`src/rtl/pmp_arbiter.sv`:
```
// pmp_arbiter: shares one PMP checker port between PMP CSR writes,
// instruction-fetch checks and load/store checks. One transaction is in
// flight at a time. CSR writes always win. IF and LS are arbitrated
// round-robin or with fixed IF priority, depending on RR_EN.
module pmp_arbiter #(
    parameter bit RR_EN = 1'b1
) (
    input  logic        clock,
    input  logic        reset,
    input  logic [1:0]  priv_mode,
    input  logic        if_req_valid,
    output logic        if_req_ready,
    input  logic [31:0] if_req_addr,
    input  logic [1:0]  if_req_size,
    input  logic        ls_req_valid,
    output logic        ls_req_ready,
    input  logic [31:0] ls_req_addr,
    input  logic [1:0]  ls_req_size,
    input  logic [1:0]  ls_req_oper,
    output logic        if_rsp_valid,
    input  logic        if_rsp_ready,
    output logic [1:0]  if_rsp_perm,
    output logic        ls_rsp_valid,
    input  logic        ls_rsp_ready,
    output logic [1:0]  ls_rsp_perm,
    input  logic        csr_req_valid,
    output logic        csr_req_ready,
    input  logic [31:0] csr_req_addr,
    input  logic [31:0] csr_req_wdata,
    output logic        pmp_wr_en,
    output logic [31:0] pmp_rw_addr,
    output logic [31:0] pmp_wdata,
    output logic [1:0]  pmp_oper,
    output logic [1:0]  pmp_size,
    output logic [1:0]  pmp_priv_mode,
    output logic [31:0] pmp_addr,
    input  logic [1:0]  pmp_permission
);

    localparam logic [1:0] OPER_EXEC   = 2'b10;
    localparam logic [1:0] OPER_BYPASS = 2'b11;

    typedef enum logic [1:0] {IDLE, WRITE, CHECK, RESP} state_t;

    state_t     state_reg, state_next;
    logic       last_ls_reg;    // 1: the most recent IF/LS grant went to LS
    logic       owner_ls_reg;   // 1: the transaction in flight belongs to LS
    logic [1:0] perm_reg;       // permission returned to the requester
    logic       if_wins;
    logic       csr_hs, if_hs, ls_hs, ls_bypass;

    // State register; reset drops any transaction in flight
    always_ff @(posedge clock or posedge reset) begin
        if (reset) begin
            state_reg <= IDLE;
        end else begin
            state_reg <= state_next;
        end
    end

    // Arbitration, handshakes, next state and response strobes
    always_comb begin
        state_next    = state_reg;
        csr_req_ready = 1'b0;
        if_req_ready  = 1'b0;
        ls_req_ready  = 1'b0;
        if_rsp_valid  = 1'b0;
        ls_rsp_valid  = 1'b0;
        // IF takes a tie unless it was the last one served (round-robin)
        if_wins = RR_EN ? (!ls_req_valid || last_ls_reg) : 1'b1;

        if (!reset && state_reg == IDLE) begin
            if (csr_req_valid) begin
                csr_req_ready = 1'b1;
            end else if (if_req_valid && if_wins) begin
                if_req_ready = 1'b1;
            end else if (ls_req_valid) begin
                ls_req_ready = 1'b1;
            end
        end

        csr_hs    = csr_req_valid && csr_req_ready;
        if_hs     = if_req_valid && if_req_ready;
        ls_hs     = ls_req_valid && ls_req_ready;
        ls_bypass = ls_hs && (ls_req_oper == OPER_BYPASS);

        case (state_reg)
            IDLE: begin
                if (csr_hs) begin
                    state_next = WRITE;
                end else if (if_hs) begin
                    state_next = CHECK;
                end else if (ls_hs) begin
                    state_next = ls_bypass ? RESP : CHECK;
                end
            end
            WRITE: state_next = IDLE;
            CHECK: state_next = RESP;
            RESP: begin
                if_rsp_valid = !owner_ls_reg;
                ls_rsp_valid = owner_ls_reg;
                if (owner_ls_reg ? ls_rsp_ready : if_rsp_ready) begin
                    state_next = IDLE;
                end
            end
            default: state_next = IDLE;
        endcase
    end

    // Checker-port registers, arbitration history and captured permission
    always_ff @(posedge clock or posedge reset) begin
        if (reset) begin
            pmp_wr_en     <= 1'b0;
            pmp_rw_addr   <= '0;
            pmp_wdata     <= '0;
            pmp_oper      <= 2'b00;
            pmp_size      <= 2'b00;
            pmp_priv_mode <= 2'b00;
            pmp_addr      <= '0;
            perm_reg      <= 2'b00;
            last_ls_reg   <= 1'b1;
            owner_ls_reg  <= 1'b0;
        end else begin
            // write strobe lasts exactly the WRITE cycle
            pmp_wr_en <= csr_hs;
            if (csr_hs) begin
                pmp_rw_addr <= csr_req_addr;
                pmp_wdata   <= csr_req_wdata;
            end
            if (if_hs) begin
                pmp_addr      <= if_req_addr;
                pmp_size      <= if_req_size;
                pmp_oper      <= OPER_EXEC;
                pmp_priv_mode <= priv_mode;
                last_ls_reg   <= 1'b0;
                owner_ls_reg  <= 1'b0;
            end
            if (ls_hs) begin
                last_ls_reg  <= 1'b1;
                owner_ls_reg <= 1'b1;
                // oper 11 never reaches the checker, so its port keeps its value
                if (!ls_bypass) begin
                    pmp_addr      <= ls_req_addr;
                    pmp_size      <= ls_req_size;
                    pmp_oper      <= ls_req_oper;
                    pmp_priv_mode <= priv_mode;
                end
            end
            if (state_reg == CHECK) begin
                perm_reg <= pmp_permission;
            end else if (ls_bypass) begin
                perm_reg <= 2'b00;
            end
        end
    end

    assign if_rsp_perm = perm_reg;
    assign ls_rsp_perm = perm_reg;

endmodule

```
`config.mk`:
```
export PLATFORM = sky130hd
export DESIGN_NAME = pmp_arbiter
export DESIGN_NICKNAME = d
export VERILOG_FILES = /design/src/rtl/pmp_arbiter.sv
export SDC_FILE = /design/constraint.sdc
export NUM_CORES = 1
export LEC_CHECK = 0
export ABC_AREA = 0
export CELL_PAD_IN_SITES_DETAIL_PLACEMENT = 0
export CELL_PAD_IN_SITES_GLOBAL_PLACEMENT = 1
export CORE_MARGIN = 3
export CORE_UTILIZATION = 31
export CTS_CLUSTER_SIZE = 14
export DETAILED_ROUTE_END_ITERATION = 16
export HOLD_SLACK_MARGIN = 0.05
export PLACE_DENSITY = 0.84
export SLEW_MARGIN = 20
export SYNTH_ARGS = -nofsm -noshare
export SYNTH_HDL_FRONTEND = slang
export SYNTH_SLANG_ARGS = --single-unit
```
`constraint.sdc`:
```
create_clock -name clock -period 9.2 [get_ports clock]
set_input_delay 2.76 -clock clock [delete_from_list [all_inputs] [get_ports clock]]
set_output_delay 2.76 -clock clock [all_outputs]
set_load 0.05 [all_outputs]
```
======== After elaboration in Yosys (flattened, before gate mapping) ========
Index checks and enable logic that the tools add are counted.
storage, ports and cells
  memories kept ........................... 0
  latch bits .............................. 0
  logic and storage cells ................. 65
  output and inout port bits .............. 112
  RAM bits ................................ 0
  bits of input ports ..................... 145
  memory bits (read-only) ................. 0
  flip-flop bits (word level) ............. 109
cells by class
  divide/modulo/power cells ............... 0
  bitwise logic cells ..................... 0
  multipliers ............................. 0
  muxes and demuxes ....................... 34
  reduce and logical (&&, ||, !) cells .... 14
  $add $sub $neg .......................... 0
  shift operators ......................... 0
  magnitude comparators ................... 0
  eq/ne operators ......................... 6
operator list
  kind                  number
  $mux W32              3
  $mux W2               15
  $mux W1               15
  $pmux W2 S4           1
  $eq A2 B2 Y1 const B  3
  $logic_and A1 B1 Y1   6
  $ne A4 B4 Y1 const B  1
  $reduce_bool A2 Y1    2
  $logic_not A1 Y1      3
  $eq A2 B1 Y1 const B  1
  $logic_not A2 Y1      1
  $ne A2 B2 Y1 const B  1
  $reduce_and A2 Y1     1
  $logic_or A1 B1 Y1    1

======== Logic depth before layout (Yosys ltp) ========
  depth after elaboration ................. 13
  gate-level depth with buffers ........... 6
  gate-level depth less buffers ........... 4

======== Worst setup path after synthesis ========
Ideal clock, no wire load.
  kind .................................... input port to output port
  start point ............................. input csr_req_valid
  end point ............................... output if_req_ready
  stages .................................. 4
  data arrival time ....................... 3.780 ns
  setup slack ............................. 2.660 ns
  path buffers ............................ 1
  required time ........................... 6.440 ns
  path through ............................ nor4_2 nand3_1 buf_2 inv_1
between the ends
  word-level cells in the longest chain between the ends .. 2
RTL lines
  what         line  RTL
  from (decl)  26    input logic csr_req_valid,
  $mux W1      73    if (csr_req_valid) begin
  $mux W1      72    if (!reset && state_reg == IDLE) begin
  to (decl)    12    output logic if_req_ready,
Every way passes these cells.

======== Worst setup path in the final report ========
  start point ............................. input csr_req_valid
  end point ............................... output ls_req_ready
between the ends
  word-level cells in the longest chain between the ends .. 2
RTL lines
  what       line  RTL
  $mux W1    73
  $mux W1    72
  to (decl)  16    output logic ls_req_ready,
Every way passes these cells.

==> out/qor.yml <==
job:
  drv_cap: 0
placement:
  post-place-ws_ps: 1575
  gp_congestion: 0.7516
  port_buffers: 256
  post-place-cells: 755
  dp_hpwl_um: 9440
clock_tree:
  cts_sinks: 109
  h-tree-depth: 3
  cts_setup_buffers: 0
  tritoncts: "yes"
  cts_resized: 0
  cts_made_buffers: 9
  clock_path_buffers: 2
  clk_pin_slew_ps: 70
  clock_tree.root_cell: "clkbuf_16"
  cts_hold_buffers: 0
  insertion_delay_ps: 340
sta:
  rsz0062_at_grt: "false"
  holdWs_ps: 476.2
  setup_viol: 0
  fin_crit_ps: 7639
  skew_ps: 6.967
  fin_crit_sh_pct: 83.03
  hold_viol: 0
  fmax_ghz: 0.1309
  relSlewSlack_pct: 43.87
  worst_pin_slew_ps: 842.0
  setup_tns_ps: 0
  drv_slew: 0
  setup_slack_ps: 1561
synth:
  synth-seq-cells: 109
  synth_edf_count: 0
  ys_types: 25
  synth_ff_type: "dfrtp_1"
  ys_seq_area_share_pct: 61.66
  syn_area_per_cell_um2: 13.21
  async_reset_ff_share_pct: 100.0
  syn_area_mm2: 0.004425
  synth_nets: 480
  syn_inst: 335
  synth_warnings: 0
final_layout:
  final_common_cell: "clkdlybuf4s50_1"
  top_regs: "pmp_addr x32, pmp_rw_addr x32, pmp_wdata x32"
  drive_above_1_share_pct: 15.42
  area_growth_pct: 68.33
  final_cell_mix: "clkdlybuf4s50_1, dfrtp_1, mux2_2"
  nets: 731
  antenna_cells: 0
  fin_cells: 770
pwr:
  power_frac_seq_pct: 28.4
  clkPwrFrac_pct: 12.7
  comb_power_share_pct: 58.9
  ir_drop_v: 0.0001869
  p_sw_share_pct: 47.65
  p_int_uw: 1590
  p_sw_uw: 1447
  p_leak_uw: 0.003277
  p_per_area_mw_per_mm2: 407.6
die:
  die_y_um: 125.5
  num_rows: 43
  die-area_mm2: 0.01575
  dieWidth_um: 125.5
  core-area_mm2: 0.01393
  ioPinCount: 257
  start_util_pct: 31.76
global_routing:
  grt_remaining_overflow: 0
  grt_pass1_wl_um: 19880
  grt_usage_pct: 15.73
  grt_max_degree: 70
  grt_pass1_vias: 3776
  antenna_found_initial: 0
critical_path:
  timing.setup.critical_path_class: "primary input to output port"
  r2r_slack_ps: 7100
  timing.rr.start: "state_reg[1]$_DFFE_PP0P_"
  worstPathRequired_ps: 6440
  crit_arrival_ps: 4880
  cp_slowest_cell: "clkdlybuf4s50_1"
  worstPathCellList: "clkdlybuf4s50_1 > nor4_2 > nand3_1 > inv_1 > clkdlybuf4s50_1"
  slowest_delay_ps: 810
  rr_worst_depth: 5
  cpMostUsedCell: "clkdlybuf4s50_1"
  crit_fanout: 7
  r2r_end: "pmp_priv_mode[1]$_DFF_PP0_"
  end_kind: "output port"
  critPathLaunchType: "primary input"
detailed_routing:
  viasPerCell: 4.621
  drt_iter0_drc: 163
  avgRoutedWirePerCell_um: 16.21
  ant_nets: 0
  drcViolationCount: 0
  routed_wl_um: 12490
  drtPass1Iterations: 5
  vias: 3558
min_path:
  hold_class: "flip-flop to flip-flop"
  min_to: "last_ls_reg$_DFFE_PP1P_"
  hp-start: "last_ls_reg$_DFFE_PP1P_"
  hold_depth: 2
status:
  status: "complete, no violations"
[worst max-delay path: cells and delay by family]
family / cells / cell delay [ps]
and+or+nand+nor: 2 / 730
buffers and inverters: 3 / 1380
[kinds of logic after synthesis]
kind of cell / Yosys count / synth area share, %
flip-flops: 109 / 61.66
multiplexers: 101 / 24.74
AND/OR/NAND/NOR: 62 / 6.107
AO/OA/AOI/OAI: 40 / 4.863
buffers and inverters: 23 / 2.629
[synth_stat cells, drive strengths merged (2+ instances only)]
library cell	instances	share of area (%)
dfrtp	108	61
mux2	67	17
nor2	39	3.3
a21oi	34	3.8
mux2i	34	7.7
buf	15	2.0
nand2	13	1.1
clkbuf	5	0.42
inv	3	0.25
nand2b	2	0.28
nand3	2	0.23
nor4	2	0.42
o21ai	2	0.23
[metal layers]
metal	track usage (%)	share of wire, %
met3	4.699	7.6
met4	6.441	2.4
met2	27.34	51
met5	0	0
met1	18.08	39
[final cells by class]
type                       instances  area [µm²]
clock buffer                       9       225.2
clock inverter                     6       70.07
fill                            1203        6485
inverter                           3       13.76
multi-input combinational        203        1594
sequential                       109        2729
tap                              180       225.2
timing repair buffer             260        2592
[worst max path at each step]
stage,from,to,slack (ps),depth (start not counted)
detailed placement,csr_req_valid,ls_req_ready,1580,5
global placement,csr_req_valid,ls_req_ready,1590,5
global route,csr_req_valid,ls_req_ready,1430,5
finish,csr_req_valid,ls_req_ready,1560,5
floorplan,csr_req_valid,if_req_ready,2660,4
CTS,csr_req_valid,ls_req_ready,1560,5
[power by group through the flow]
stage                     Combinational, µW  Sequential, µW  Clock, µW
after floorplan                         339            1680          0
after global placement                 1790             857          0
after detailed placement               1800             873          0
after CTS                              1800             866        406
after global routing                   1860             899        421
final                                  1790             862        387
[through the flow]
stage          utilization, %  cell area, µm²  power [µW]
5_1_grt                 53.46            7450        3177
2_1_floorplan               -            4425        2020
6_report                53.46            7450        3037
3_5_place_dp            51.34            7154        2674
3_3_place_gp            51.34            7154        2643
4_1_cts                 53.46            7450        3077
(Power assumes the default switching activity.)
